<file path="src/rtl/shift_pkg.sv">
// Shared definitions for the parametrised shift register:
// the operation encoding, the FSM state type and an op classifier.
package shift_pkg;

    localparam logic [2:0] OP_HOLD = 3'd0;
    localparam logic [2:0] OP_LOAD = 3'd1;
    localparam logic [2:0] OP_SHL  = 3'd2;
    localparam logic [2:0] OP_SHR  = 3'd3;
    localparam logic [2:0] OP_ASR  = 3'd4;
    localparam logic [2:0] OP_ROL  = 3'd5;
    localparam logic [2:0] OP_ROR  = 3'd6;

    typedef enum logic [1:0] {
        ST_IDLE = 2'd0,
        ST_RUN  = 2'd1,
        ST_DONE = 2'd2
    } state_t;

    // True for the ops that step the register once per cycle in RUN.
    function automatic logic is_shift_op(input logic [2:0] op);
        return (op >= OP_SHL) && (op <= OP_ROR);
    endfunction

endpackage

</file>
<file path="src/rtl/shift_step.sv">
// One-bit step of the shift register: combinational next value of q
// for a single SHL/SHR/ASR/ROL/ROR step. Non-shift ops pass q through.
module shift_step
    import shift_pkg::*;
#(
    parameter int WIDTH = 16
) (
    input  logic [WIDTH-1:0] i_q,
    input  logic [2:0]       i_op,
    input  logic             i_sin_lsb,
    input  logic             i_sin_msb,
    output logic [WIDTH-1:0] o_q
);

    // Select the one-step result for the requested operation.
    always_comb begin
        o_q = i_q;
        case (i_op)
            OP_SHL:  o_q = {i_q[WIDTH-2:0], i_sin_lsb};
            OP_SHR:  o_q = {i_sin_msb, i_q[WIDTH-1:1]};
            OP_ASR:  o_q = {i_q[WIDTH-1], i_q[WIDTH-1:1]};
            OP_ROL:  o_q = {i_q[WIDTH-2:0], i_q[WIDTH-1]};
            OP_ROR:  o_q = {i_q[0], i_q[WIDTH-1:1]};
            default: o_q = i_q;
        endcase
    end

endmodule

</file>
<file path="src/rtl/param_shift_register.sv">
// Parametrised shift/load register. Multi-bit shifts run one bit per
// enabled cycle under a start/busy/done handshake; LOAD is immediate.
module param_shift_register
    import shift_pkg::*;
#(
    parameter int WIDTH = 16,
    // Derived from WIDTH; wide enough to hold the value WIDTH itself.
    parameter int CNT_W = $clog2(WIDTH + 1)
) (
    input  logic             clk,
    input  logic             rst,
    input  logic             en,
    input  logic             start,
    input  logic [2:0]       op,
    input  logic [CNT_W-1:0] amount,
    input  logic [WIDTH-1:0] load_val,
    input  logic             sin_lsb,
    input  logic             sin_msb,
    output logic [WIDTH-1:0] q,
    output logic             sout_msb,
    output logic             sout_lsb,
    output logic             busy,
    output logic             done
);

    localparam logic [CNT_W-1:0] MAX_CNT = CNT_W'(WIDTH);

    logic [WIDTH-1:0] r_q;
    logic [CNT_W-1:0] r_cnt;
    logic [2:0]       r_op;
    state_t           r_state;
    logic             r_busy;
    logic             r_done;

    logic [WIDTH-1:0] w_step_q;
    logic [CNT_W-1:0] w_amt_clamp;

    // Shifting further than the register width is never useful; a full
    // width rotate already returns the original value.
    assign w_amt_clamp = (amount > MAX_CNT) ? MAX_CNT : amount;

    // The step unit uses the latched op, so op changes during RUN are inert.
    shift_step #(
        .WIDTH (WIDTH)
    ) u_step (
        .i_q       (r_q),
        .i_op      (r_op),
        .i_sin_lsb (sin_lsb),
        .i_sin_msb (sin_msb),
        .o_q       (w_step_q)
    );

    // Control FSM, counter and data register; everything holds when en=0.
    always_ff @(posedge clk) begin
        if (rst) begin
            r_state <= ST_IDLE;
            r_q     <= '0;
            r_cnt   <= '0;
            r_op    <= OP_HOLD;
            r_busy  <= 1'b0;
            r_done  <= 1'b0;
        end else if (en) begin
            case (r_state)
                ST_IDLE, ST_DONE: begin
                    if (start) begin
                        r_op  <= op;
                        r_cnt <= w_amt_clamp;
                        if (op == OP_LOAD) begin
                            r_q     <= load_val;
                            r_state <= ST_DONE;
                            r_busy  <= 1'b0;
                            r_done  <= 1'b1;
                        end else if (is_shift_op(op) && (w_amt_clamp != '0)) begin
                            r_state <= ST_RUN;
                            r_busy  <= 1'b1;
                            r_done  <= 1'b0;
                        end else begin
                            r_state <= ST_DONE;
                            r_busy  <= 1'b0;
                            r_done  <= 1'b1;
                        end
                    end else begin
                        r_state <= ST_IDLE;
                        r_busy  <= 1'b0;
                        r_done  <= 1'b0;
                    end
                end
                ST_RUN: begin
                    r_q   <= w_step_q;
                    r_cnt <= r_cnt - CNT_W'(1);
                    if (r_cnt == CNT_W'(1)) begin
                        r_state <= ST_DONE;
                        r_busy  <= 1'b0;
                        r_done  <= 1'b1;
                    end
                end
                default: begin
                    r_state <= ST_IDLE;
                    r_busy  <= 1'b0;
                    r_done  <= 1'b0;
                end
            endcase
        end
    end

    assign q        = r_q;
    assign sout_msb = r_q[WIDTH-1];
    assign sout_lsb = r_q[0];
    assign busy     = r_busy;
    assign done     = r_done;

endmodule

</file>
<file path="config.mk">
export PLATFORM = sky130hd
export DESIGN_NAME = param_shift_register
export DESIGN_NICKNAME = d
export VERILOG_FILES = /design/src/rtl/shift_pkg.sv /design/src/rtl/shift_step.sv /design/src/rtl/param_shift_register.sv
export SDC_FILE = /design/constraint.sdc
export NUM_CORES = 1
export LEC_CHECK = 0
export ABC_AREA = 1
export ABC_CLOCK_PERIOD_IN_PS = 1500
export CELL_PAD_IN_SITES_DETAIL_PLACEMENT = 0
export CELL_PAD_IN_SITES_GLOBAL_PLACEMENT = 1
export CORE_MARGIN = 2
export CORE_UTILIZATION = 34
export CTS_BUF_LIST = sky130_fd_sc_hd__clkbuf_4
export DETAILED_ROUTE_END_ITERATION = 7
export PLACE_DENSITY = 0.9
export SYNTH_ARGS = -nofsm -noshare
export SYNTH_HDL_FRONTEND = slang
export SYNTH_SLANG_ARGS = --single-unit
</file>
<file path="constraint.sdc">
create_clock -name clk -period 1.5 [get_ports clk]
set_clock_uncertainty 0.05 [all_clocks]
set_input_delay 0.3 -clock clk [delete_from_list [all_inputs] [get_ports clk]]
set_output_delay 0.3 -clock clk [all_outputs]
set_load 0.1 [all_outputs]
</file>
After elaboration in Yosys (flattened, before gate mapping)
Index checks and enable logic that the tools add are counted.

storage, ports and cells
  bits in registers = 28
  latch bits = 0
  RAM bits = 0
  bits in read-only memories = 0
  bits of input ports = 30
  output and inout port bits = 20
  logic and storage cells = 59
  memories = 0

cells by class
  add/subtract/negate cells = 1
  multiply operators = 0
  divide/modulo/power cells = 0
  order comparisons = 3
  equality and inequality tests = 15
  shift operators = 0
  muxes and demuxes = 22
  bitwise operators = 0
  reductions and logical operators = 11

operators by type and width
  cell                                                    number
  case mux 16 bit (5 select lines)                        1
  2-to-1 mux 16 bit                                       2
  case mux 16 bit (2 select lines)                        1
  2-to-1 mux 5 bit                                        2
  case mux 5 bit (2 select lines)                         1
  == test 3 bit (second input constant)                   3
  2-to-1 mux 1 bit                                        8
  2-to-1 mux 2 bit                                        4
  inequality test 2 bit (second input constant)           4
  == test 3 x 2 -> 1 bit (second input constant)          2
  inequality test 6 x 1 -> 1 bit (second input constant)  1
  AND reduction 3 bit                                     2
  AND reduction 6 bit                                     1
  == test 5 x 1 -> 1 bit (second input constant)          1
  greater-than comparator 5 bit (second input constant)   1
  inequality test 5 x 1 -> 1 bit (second input constant)  1
  AND reduction 5 bit                                     1
  nonzero test 5 bit                                      1
  subtractor 5 x 1 -> 5 bit (second input constant)       1
  case mux 1 bit (2 select lines)                         2
  case mux 2 bit (2 select lines)                         1
  == test 3 x 1 -> 1 bit (second input constant)          1
  >= comparator 3 x 2 -> 1 bit (second input constant)    1
  <= comparator 3 bit (second input constant)             1
  7 further kinds                                         8

Longest topological paths before layout
Gate-level depths: netlist of run 1.

  depth in word-level cells = 8
  mapped depth = 8
  depth with buffers taken out = 8

By module
From an unflattened synthesis of run 1, not the netlist that was laid out.

second synthesis, totals
  cells, all modules = 415
  area total of the unflattened synthesis = 2489.9 um^2

modules (own cells, without submodules)
  module                instances  cells an instance  area an instance (um^2)  seq. area each (um^2)
  param_shift_register  1          224                1502.7                   560.5
  shift_step            1          191                987.2                    0.0

Worst setup path after synthesis of run 1
Ideal clock, no wire load.

  path kind = reg-to-output
  start point = reg r_q[15], in the netlist q[15]
  end point = out q[15]
  arrival time = 1.403 ns
  data required time = 1.150 ns
  path slack = -0.253 ns
  cell stages (with the launch flop) = 2
  buffers on the path = 1
  cells stage by stage = dfxtp_1 -> buf_4

RTL lines
  item                    line                        RTL
  from (decl)             param_shift_register.sv:28  logic [WIDTH-1:0] r_q;
  from (signal assigned)  param_shift_register.sv:69  r_q <= load_val;
  from (signal assigned)  param_shift_register.sv:89  r_q <= w_step_q;
  to (decl)               param_shift_register.sv:19  output logic [WIDTH-1:0] q,

No word-level cell between the ends.

Worst setup path after layout of run 1
  start point = reg r_state[0]
  end point = reg r_q[1], in the netlist q[1]

between the ends
  longest elaborated chain between the ends = 4
  elaborated cells between the ends (all ways) = 10
  classes of those cells = eq/ne (5); mux (1); reduce/logical (4)

ends and longest elaborated chain
  item                                                                   line                        RTL
  from (decl)                                                            param_shift_register.sv:31  state_t r_state;
  from (signal assigned)                                                 param_shift_register.sv:56  r_state <= ST_IDLE;
  from (signal assigned)                                                 param_shift_register.sv:70  r_state <= ST_DONE;
  from (signal assigned)                                                 param_shift_register.sv:74  r_state <= ST_RUN;
  == test 2 bit or zero test 2 bit (tied branches)                       param_shift_register.sv:63  case (r_state)
  OR reduction 2 bit                                                     param_shift_register.sv:63
  inequality test 2 bit (no line) or nonzero test 2 bit (tied branches)  -
  AND reduction 5 bit (no line)                                          -

Several ways; a longest one is shown, not always the timed one.
A chain may end at the register's enable or synchronous reset.

==> results of run 1 <==
final cells by class:
class	count	area (um^2)
flip-flops and latches	28	573.1
clock buffers	3	22.52
clock inverters	1	30.03
fillers	442	2057
inverters	22	82.58
multi-input cells	182	968.4
repair buffers	76	937.1
well taps	67	83.83
what timing repair did:
item / in CTS / in global routing
pin swaps: 0 / 0
setup endpoints to repair: 11 / 15
hold buffers: 0 / 0
gates resized for setup: 3 / 11
endpoints found under the hold margin: 0 / 0
per-layer routing:
metal	wire [um]	up-vias	part of all wire [%]
met4	61	0	1.3
met1	2106	817	46
li1	-	958	-
met5	0	-	0
met2	2191	47	48
met3	194	7	4.3
final timing paths:
path	start	to	slack, ns	cells after the start
max	r_state[0]	q[1]	0.08	8
min	en	r_op[1]	0.43	4
max reg2reg	r_state[0]	q[1]	0.08	8
min reg2reg	r_cnt[4]	r_cnt[4]	0.43	2
critical path, stage by stage (launching register included):
cell     delay, ns
dfxtp_2       0.39
inv_2         0.08
nor2_4        0.15
o21ai_2       0.10
nor2_4        0.12
nor2_4        0.05
buf_12        0.15
o21ai_0       0.20
a21oi_2       0.04
logic make-up (layout without fill, tap and decap cells):
family / Yosys count / in the layout / share of synthesized area (%)
buffers and inverters: 36 / 102 / 10.61
AOI/OAI and AO/OA: 73 / 73 / 24.17
xor gates and xnor gates: 1 / 1 / 0.5159
adders and majority gates: 2 / 2 / 1.474
and+or+nand+nor: 106 / 106 / 30.21
DFF: 28 / 28 / 33.01
stage by stage:
step	TNS, ns	power [mW]	utilization [%]	cells	setup WS (ns)
3_5_place_dp	-5.797	1.554	55.24	375	-0.3279
3_3_place_gp	-4.693	1.547	55.24	375	-0.2743
4_1_cts	0	2.055	56.47	379	0.02806
6_report	0	2.042	56.74	379	0.07698
5_1_grt	0	2.154	56.74	379	0.002769
2_1_floorplan	-0.06081	1.255	-	246	-0.02536
power groups by stage:
stage               clock [mW]  sequential, mW  combinational [mW]
global placement             0           0.852               0.694
floorplan                    0           0.985               0.270
detailed placement           0           0.852               0.702
CTS                      0.512           0.837               0.706
finish                   0.495           0.837               0.709
global route             0.548           0.844               0.761
synth_stat cells:
library cell / instances / share of area (%)
a21oi_1: 19 / 5.6
a21oi_2: 10 / 5.2
a22oi_1: 1 / 0.44
a31oi_1: 1 / 0.37
buf_1: 1 / 0.22
buf_2: 3 / 0.88
buf_4: 5 / 2.2
buf_6: 3 / 2.0
clkbuf_1: 2 / 0.44
dfxtp_1: 28 / 33
ha_1: 2 / 1.5
inv_1: 19 / 4.2
inv_2: 3 / 0.66
nand2_1: 35 / 7.7
nand2_2: 4 / 1.5
nand3_1: 39 / 11
nand3_2: 1 / 0.59
nand3_4: 1 / 1.0
nand4_1: 1 / 0.37
nor2_1: 17 / 3.8
nor2_2: 1 / 0.37
nor2_4: 3 / 2.0
nor3_1: 1 / 0.29
o21ai_0: 33 / 9.7
o21ai_1: 8 / 2.4
o21ai_2: 1 / 0.52
or2_2: 3 / 1.1
xnor2_1: 1 / 0.52
registers in the layout, indices dropped and copies added, names as in the netlist:
signal and count:
q 16, busy 1, r_op 3, r_state 2, r_cnt 5, done 1
==> out/metrics.csv, run 1 <==
stage,metric,value,unit
clock_network,postCtsSetupBuffers,0,
grt,grt_max_degree,29,
placement,hpwlAfterDp,3407,um
critical_path,cp-end-kind,flop,
finish,layout_common_cells,"39 x nand3_1, 35 x nand2_1, 28 x clkdlybuf4s50_1, 25 x o21ai_0",
finish,fin_area,2698,um^2
critical_path,worstPathArrival,1.61,ns
grt,use_met2,29.40,%
pwr,p_comb_share,34.7,%
flow_run,drv_cap,0,
die,fp.dieH,74.67,um
grt,grt_overflow,0,
yosys,yosys_warnings,0,
yosys,netlist_area,1698,um^2
grt,top_usage_layer,met2,
die,start_util,35.71,%
clock_network,clock_latency,0.33,ns
pwr,powerDensity,756.9,nW/um^2
die,ioPinCount,50,
placement,placed_area,2626,um^2
yosys,synth_nets,278,
route,vias,1829,
timing,clock.fmax,702.7,MHz
grt,antenna_found_initial,0,
pwr,p_sw_share,33.23,%
yosys,ys_seq_area_share,33.01,%
critical_path,required,1.69,ns
finish,final_common_cell,nand3_1,
grt,grt_pass1_wl,7810,um
critical_path,start_kind,flop,
timing,finalCriticalPeriod,1.423,ns
clock_network,h-tree-depth,1,
timing,maxSlewHeadroom,79.78,%
clock_network,cts.sinks,28,
run_status,status,completed,
route,ant_nets,0,
route,vias_per_cell,4.826,
finish,antennaDiodeCount,0,
clock_network,cts_tree,yes,
timing,hold_viol_final,0,
critical_path,crit_fanout,28,
grt,grt_usage,17.79,%
timing,fin_crit_sh,94.87,%
yosys,syn_inst,246,
finish,fin_nets,345,
critical_path,crit_type,flop to flop,
placement,io_buffers,49,
finish,drive_above_1_share,28.85,%
yosys,syn_avg_cell_area,6.902,um^2
worst_hold_path,hold_class,input port to flop,
pwr,p_sw,678.4,uW
die,dieWidth,74.67,um
die,dieArea,5575,um^2
timing,worst-slew-pin-transition,0.3021,ns
clock_network,clockRootBuffer,clkbuf_4,
route,drt-initial-drc-count,106,
route,wl,4554,um
pwr,p_leak,1.059,nW
grt,grtUsageMet1,23.05,%
route,drt_pass1_iterations,4,
die,core_area,4755,um^2
pwr,clkPwrFrac,24.2,%
timing,whs,0.4252,ns
placement,place_congestion,0.7862,
yosys,ys_types,28,
clock_network,cts_made_buffers,3,
finish,area_growth,58.88,%
route,drc_errors,0,
timing,drv_slew,0,
pwr,vdd_ir_drop_max,497.1,uV
grt,use_met3,2.677,%
clock_network,clkSlewWorstSetupHoldPaths,0.15,ns
pwr,internal-power,1.363,mW
route,wire_per_inst,12.02,um
pwr,pwr-share-seq,41.0,%
die,rows,25,
timing,grt_setup_unrepaired,no,
grt,grt_pass1_vias,1786,
timing,setup_viol,0,
yosys,ys_seq_elements,28,
clock_network,clock_path_buffers,2,
Note: power is estimated with default switching activity, not from simulation.
==> run 2, diff against run 1 <==
--- a/config.mk
+++ b/config.mk
@@ -13,6 +13,7 @@
 export CORE_UTILIZATION = 34
 export CTS_BUF_LIST = sky130_fd_sc_hd__clkbuf_4
 export DETAILED_ROUTE_END_ITERATION = 7
+export MAX_ROUTING_LAYER = met4
 export PLACE_DENSITY = 0.9
 export SYNTH_ARGS = -nofsm -noshare
 export SYNTH_HDL_FRONTEND = slang
==> run 2 against run 1 <==
Effect of this change: largest power group unchanged; combinational power about the same; critical endpoint unchanged; non-clock buffer count unchanged; critical path depth unchanged.
==> out/metrics.csv, run 2 (synthesis gave the netlist of run 1 again) <==
stage,metric,value,unit,change
run_status,status,completed,,
placement,placed_area,2626,um^2,unchanged
route,met2_length,2191,um,unchanged
die,fp.dieH,74.67,um,unchanged
die,start_util,35.71,%,unchanged
route,met1_length,2106,um,unchanged
critical_path,slowest_stage,dfxtp_2,,
clock_network,cts.sinks,28,,unchanged
clock_network,clock_path_buffers,2,,unchanged
critical_path,slowest_delay,0.39,ns,about the same
route,top_layer_used,met4,,
pwr,powerDensity,756.9,nW/um^2,about the same
route,vias,1829,,unchanged
clock_network,cts_tree,yes,,
placement,place_ws,-0.3279,ns,unchanged
timing,worst-slew-pin-transition,0.3021,ns,unchanged
timing,drv_slew,0,,unchanged
finish,layout.cells.non_filler,379,,unchanged
route,drt-initial-drc-count,106,,unchanged
timing,hold_viol_final,0,,unchanged
grt,antenna_found_initial,0,,unchanged
timing,finalSetupTns,0,ns,unchanged
finish,fin_nets,345,,unchanged
pwr,p_leak,1.059,nW,unchanged
die,dieArea,5575,um^2,unchanged
flow_run,drv_cap,0,,unchanged
finish,fin_area,2698,um^2,unchanged
placement,place_congestion,0.7971,,+1.4%
placement,hpwlAfterDp,3407,um,unchanged
finish,fin_util,56.74,%,unchanged
clock_network,postCtsSetupBuffers,0,,unchanged
timing,whs,0.4252,ns,unchanged
critical_path,required,1.69,ns,about the same
timing,grt_setup_unrepaired,no,,
grt,grt_overflow,0,,unchanged
pwr,vdd_ir_drop_max,497.1,uV,unchanged
grt,grt_pass1_vias,1786,,unchanged
critical_path,crit_type,flop to flop,,
timing,timing.final.ws_setup,0.07698,ns,unchanged
timing,clock.fmax,702.7,MHz,unchanged
route,drc_errors,0,,unchanged
grt,grt_max_degree,29,,unchanged
placement,io_buffers,49,,unchanged
critical_path,cp_common_cell,nor2_4,,
clock_network,cts_made_buffers,3,,unchanged
critical_path,reg2reg_slack,0.08,ns,about the same
finish,drive_above_1_share,28.85,%,unchanged
clock_network,h-tree-depth,1,,unchanged
critical_path,path_buf_inv,2,,unchanged
critical_path,crit_family,flip-flops,,
die,rows,25,,unchanged
finish,antennaDiodeCount,0,,unchanged
critical_path,cp-end-kind,flop,,
critical_path,worstPathCellList,inv_2 -> nor2_4 -> o21ai_2 -> nor2_4 -> nor2_4 -> buf_12 -> o21ai_0 -> a21oi_2,,
timing,maxSlewHeadroom,79.78,%,unchanged
finish,layout_common_cells,"39 x nand3_1, 35 x nand2_1, 28 x clkdlybuf4s50_1, 25 x o21ai_0",,
pwr,power.total,2.042,mW,about the same
route,ant_nets,0,,unchanged
route,vias_per_cell,4.826,,unchanged
timing,fin_crit_sh,94.87,%,unchanged
timing,finalCriticalPeriod,1.423,ns,unchanged
timing,setup_viol,0,,unchanged
grt,grt_usage,18.35,%,+0.55 points
die,core_area,4755,um^2,unchanged
placement,numPlacedInstances,375,,unchanged
route,wl,4551,um,about the same
clock_network,clkSlewWorstSetupHoldPaths,0.15,ns,about the same
route,wl_met3,192,um,-1.0%
critical_path,crit_fanout,28,,unchanged
grt,grt_pass1_wl,7810,um,unchanged
critical_path,worstPathArrival,1.61,ns,about the same
clock_network,clockRootBuffer,clkbuf_4,,
critical_path,start_kind,flop,,
route,drt_pass1_iterations,4,,unchanged
clock_network,clock_latency,0.33,ns,about the same
worst_hold_path,hold_class,input port to flop,,
die,dieWidth,74.67,um,unchanged
die,ioPinCount,50,,unchanged
finish,area_growth,58.88,%,unchanged
route,wire_per_inst,12.01,um,about the same
finish,final_common_cell,nand3_1,,
finish,largest_reg_flops,16,,unchanged
==> run 2: final cells by class <==
class | instances | area, um^2
multi-input combinational | 182 | 968.4
tap | 67 | 83.83
clock buffer | 3 | 22.52
timing repair buffer | 76 | 937.1
sequential | 28 | 573.1
fill | 442 | 2057
inverter | 22 | 82.58
clock inverter | 1 | 30.03
==> run 2: metal layers <==
metal,track usage (%),vias up
li1,-,958
met1,23.13,817
met2,29.40,47
met3,2.544,7
met4,7.937,0
met5,-,-
==> run 2: worst paths after layout <==
check | cells past startpoint | end | startpoint
hold / removal | 4 | r_op[1] | en
setup / recovery | 8 | q[1] | r_state[0]
hold reg to reg | 2 | r_cnt[4] | r_cnt[4]
setup reg to reg | 8 | q[1] | r_state[0]
==> run 2: worst min-delay path, stage by stage <==
cell	delay [ns]
dlymetal6s2s_1	0.17
nand3_4	0.10
buf_4	0.13
a21oi_1	0.06
==> run 2: power by group <==
group	switching [mW]	internal, mW
Clock	0.225	0.270
Sequential	0.0502	0.787
Combinational	0.403	0.306
Total	0.678	1.36
==> run 2: what timing repair did <==
item / CTS / global route
hold buffers: 0 / 0
resized for setup: 3 / 11
endpoints found under the setup margin: 11 / 15
cloned: 0 / 0
==> run 3, diff against run 2 <==
--- a/config.mk
+++ b/config.mk
@@ -14,7 +14,7 @@
 export CTS_BUF_LIST = sky130_fd_sc_hd__clkbuf_4
 export DETAILED_ROUTE_END_ITERATION = 7
 export MAX_ROUTING_LAYER = met4
-export PLACE_DENSITY = 0.9
+export PLACE_DENSITY = 0.87
 export SYNTH_ARGS = -nofsm -noshare
 export SYNTH_HDL_FRONTEND = slang
 export SYNTH_SLANG_ARGS = --single-unit
==> run 3 against run 2 <==
Effect of this change: maximum frequency down 0.34%; critical path depth fell by 1; utilization down 0.16 points; die area unchanged; total power is 0.68% higher; cell count down 0.26%; combinational power decreased by 1%; global-route usage shrank 0.47 points; first-iteration DRC count fell by 17%; critical path type unchanged; critical endpoint is now q[0].
==> out/metrics.csv, run 3 (synthesis gave the netlist of run 1 again) <==
stage,metric,value,unit,change
run_status,status,completed,,
pwr,p_leak,1.050,nW,-0.87%
finish,antennaDiodeCount,0,,unchanged
timing,finalSetupTns,0,ns,unchanged
grt,grtUsageMet1,22.94,%,-0.19 points
critical_path,worstPathCellList,nand2_2 -> o21ai_2 -> nor2_4 -> nor2_4 -> buf_12 -> nand3_1 -> a21oi_2,,
grt,use_met3,2.945,%,+0.40 points
critical_path,slowest_delay,0.40,ns,about the same
grt,grt_max_degree,30,,+3.4%
die,start_util,35.71,%,unchanged
clock_network,cts_tree,yes,,
critical_path,required,1.73,ns,+0.04 ns
route,drt-initial-drc-count,88,,-17%
finish,drive_above_1_share,29.58,%,+0.74 points
die,ioPinCount,50,,unchanged
critical_path,slowest_stage,dfxtp_2,,
timing,maxSlewHeadroom,81.05,%,+1.3 points
grt,use_met2,29.30,%,-0.098 points
route,drc_errors,0,,unchanged
critical_path,crit_fanout,29,,+3.6%
timing,hold_viol_final,0,,unchanged
finish,area_growth,58.44,%,
timing,drv_slew,0,,unchanged
route,vias,1814,,-0.82%
grt,top_usage_layer,met2,,
finish,fin_nets,344,,-0.29%
finish,layout_common_cells,"39 x nand3_1, 35 x nand2_1, 29 x o21ai_0, 28 x clkdlybuf4s50_1, 23 x buf_4",,
placement,io_buffers,49,,unchanged
route,wire_per_inst,12.17,um,+1.3%
clock_network,ctsHoldBuffers,0,,unchanged
critical_path,worstPathArrival,1.66,ns,+0.05 ns
grt,grt_pass1_wl,7645,um,-2.1%
clock_network,clock_path_buffers,2,,unchanged
placement,place_congestion,0.8439,,+5.9%
grt,grt_pass1_vias,1718,,-3.8%
grt,grt_overflow,0,,unchanged
clock_network,cts.sinks,28,,unchanged
critical_path,cp-end-kind,flop,,
clock_network,h-tree-depth,1,,unchanged
route,ant_nets,0,,unchanged
finish,fin_area,2690,um^2,-0.28%
timing,worst-slew-pin-transition,0.2842,ns,-0.01790 ns
finish,n_fill_cell,455,,+2.9%
worst_hold_path,hold_class,input port to flop,,
critical_path,crit_type,flop to flop,,
die,core_area,4755,um^2,unchanged
die,dieArea,5575,um^2,unchanged
timing,finalCriticalPeriod,1.428,ns,+0.004789 ns
finish,layout.cells.non_filler,378,,-0.26%
route,drt_pass1_iterations,4,,unchanged
route,wl,4600,um,+1.1%
flow_run,drv_cap,0,,unchanged
critical_path,start_kind,flop,,
grt,antenna_found_initial,0,,unchanged
timing,clock.fmax,700.4,MHz,-0.34%
die,fp.dieH,74.67,um,unchanged
clock_network,clockRootBuffer,clkbuf_4,,
timing,setup_viol,0,,unchanged
die,rows,25,,unchanged
placement,placed_area,2606,um^2,-0.76%
finish,final_common_cell,nand3_1,,
critical_path,cp_common_cell,nor2_4,,
pwr,powerDensity,764.1,nW/um^2,+0.96%
grt,grt_usage,17.87,%,-0.47 points
clock_network,clock_latency,0.33,ns,about the same
route,vias_per_cell,4.799,,-0.56%
placement,hpwlAfterDp,3357,um,-1.5%
finish,largest_reg_flops,16,,unchanged
clock_network,cts_made_buffers,3,,unchanged
timing,fin_crit_sh,95.19,%,+0.32 points
placement,numPlacedInstances,374,,-0.27%
timing,whs,0.3881,ns,-0.03711 ns
die,dieWidth,74.67,um,unchanged
clock_network,clkSlewWorstSetupHoldPaths,0.16,ns,about the same
pwr,vdd_ir_drop_max,385.1,uV,-23%
-- run 3: changes by cell type in the layout (fill, tap and decap cells not counted), sizes merged --
| cell | before | now |
|---|---|---|
| buf | 47 | 46 |
-- run 3: where the power goes --
group / leakage [nW] / switching, mW / total, mW / internal (mW)
Sequential: 0.234 / 0.0531 / 0.841 / 0.788
Clock: 0.0279 / 0.243 / 0.513 / 0.270
Combinational: 0.788 / 0.401 / 0.701 / 0.300
Total: 1.05 / 0.697 / 2.06 / 1.36
-- run 3: path summary, 6_finish.rpt --
path,startpoint,end,slack (ns),cells past startpoint
setup / recovery,r_op[2],q[0],0.07,7
hold / removal,en,r_op[2],0.39,4
setup reg to reg,r_op[2],q[0],0.07,7
hold reg to reg,r_cnt[4],r_cnt[4],0.43,2
-- run 3: area by class of cell --
cell class	count	area, um^2	share of cell area (%)
clock buffers	3	22.52	0.8372
clock inverters	1	30.03	1.116
inverters	22	82.58	3.070
multi-input cells	182	978.4	36.37
flip-flops and latches	28	575.6	21.40
well taps	67	83.83	3.116
repair buffers	75	917.1	34.09
-- run 3: worst max-delay path, delay by kind of cell (launching register included) --
| family | cells | cell delay (ns) |
|---|---|---|
| buffers and inverters | 1 | 0.18 |
| DFF | 1 | 0.40 |
| and+or+nand+nor | 4 | 0.40 |
| AOI/OAI and AO/OA | 2 | 0.34 |
-- run 3: metrics by stage --
| stage | setup WS (ns) | util, % | total power [mW] |
|---|---|---|---|
| final | 0.07219 | 56.58 | 2.056 |
| after global routing | -0.007428 | 56.58 | 2.156 |
| after CTS | 0.01208 | 56.03 | 2.054 |
| after detailed placement | -0.3528 | 54.82 | 1.543 |
| after global placement | -0.2655 | 54.82 | 1.537 |
| after floorplan | -0.02536 | - | 1.255 |
-- run 3: timing repair --
item / in CTS / in global routing
endpoints found under the setup margin: 6 / 19
buffers inserted: 0 / 0
resized for setup: 1 / 13
-- run 3: layer usage --
| metal | routed length (um) | part of all wire, % | vias up |
|---|---|---|---|
| li1 | - | - | 962 |
| met1 | 2206 | 48 | 820 |
| met4 | 35 | 0.76 | 0 |
| met2 | 2243 | 49 | 30 |
| met3 | 114 | 2.5 | 2 |
| met5 | 0 | 0 | - |
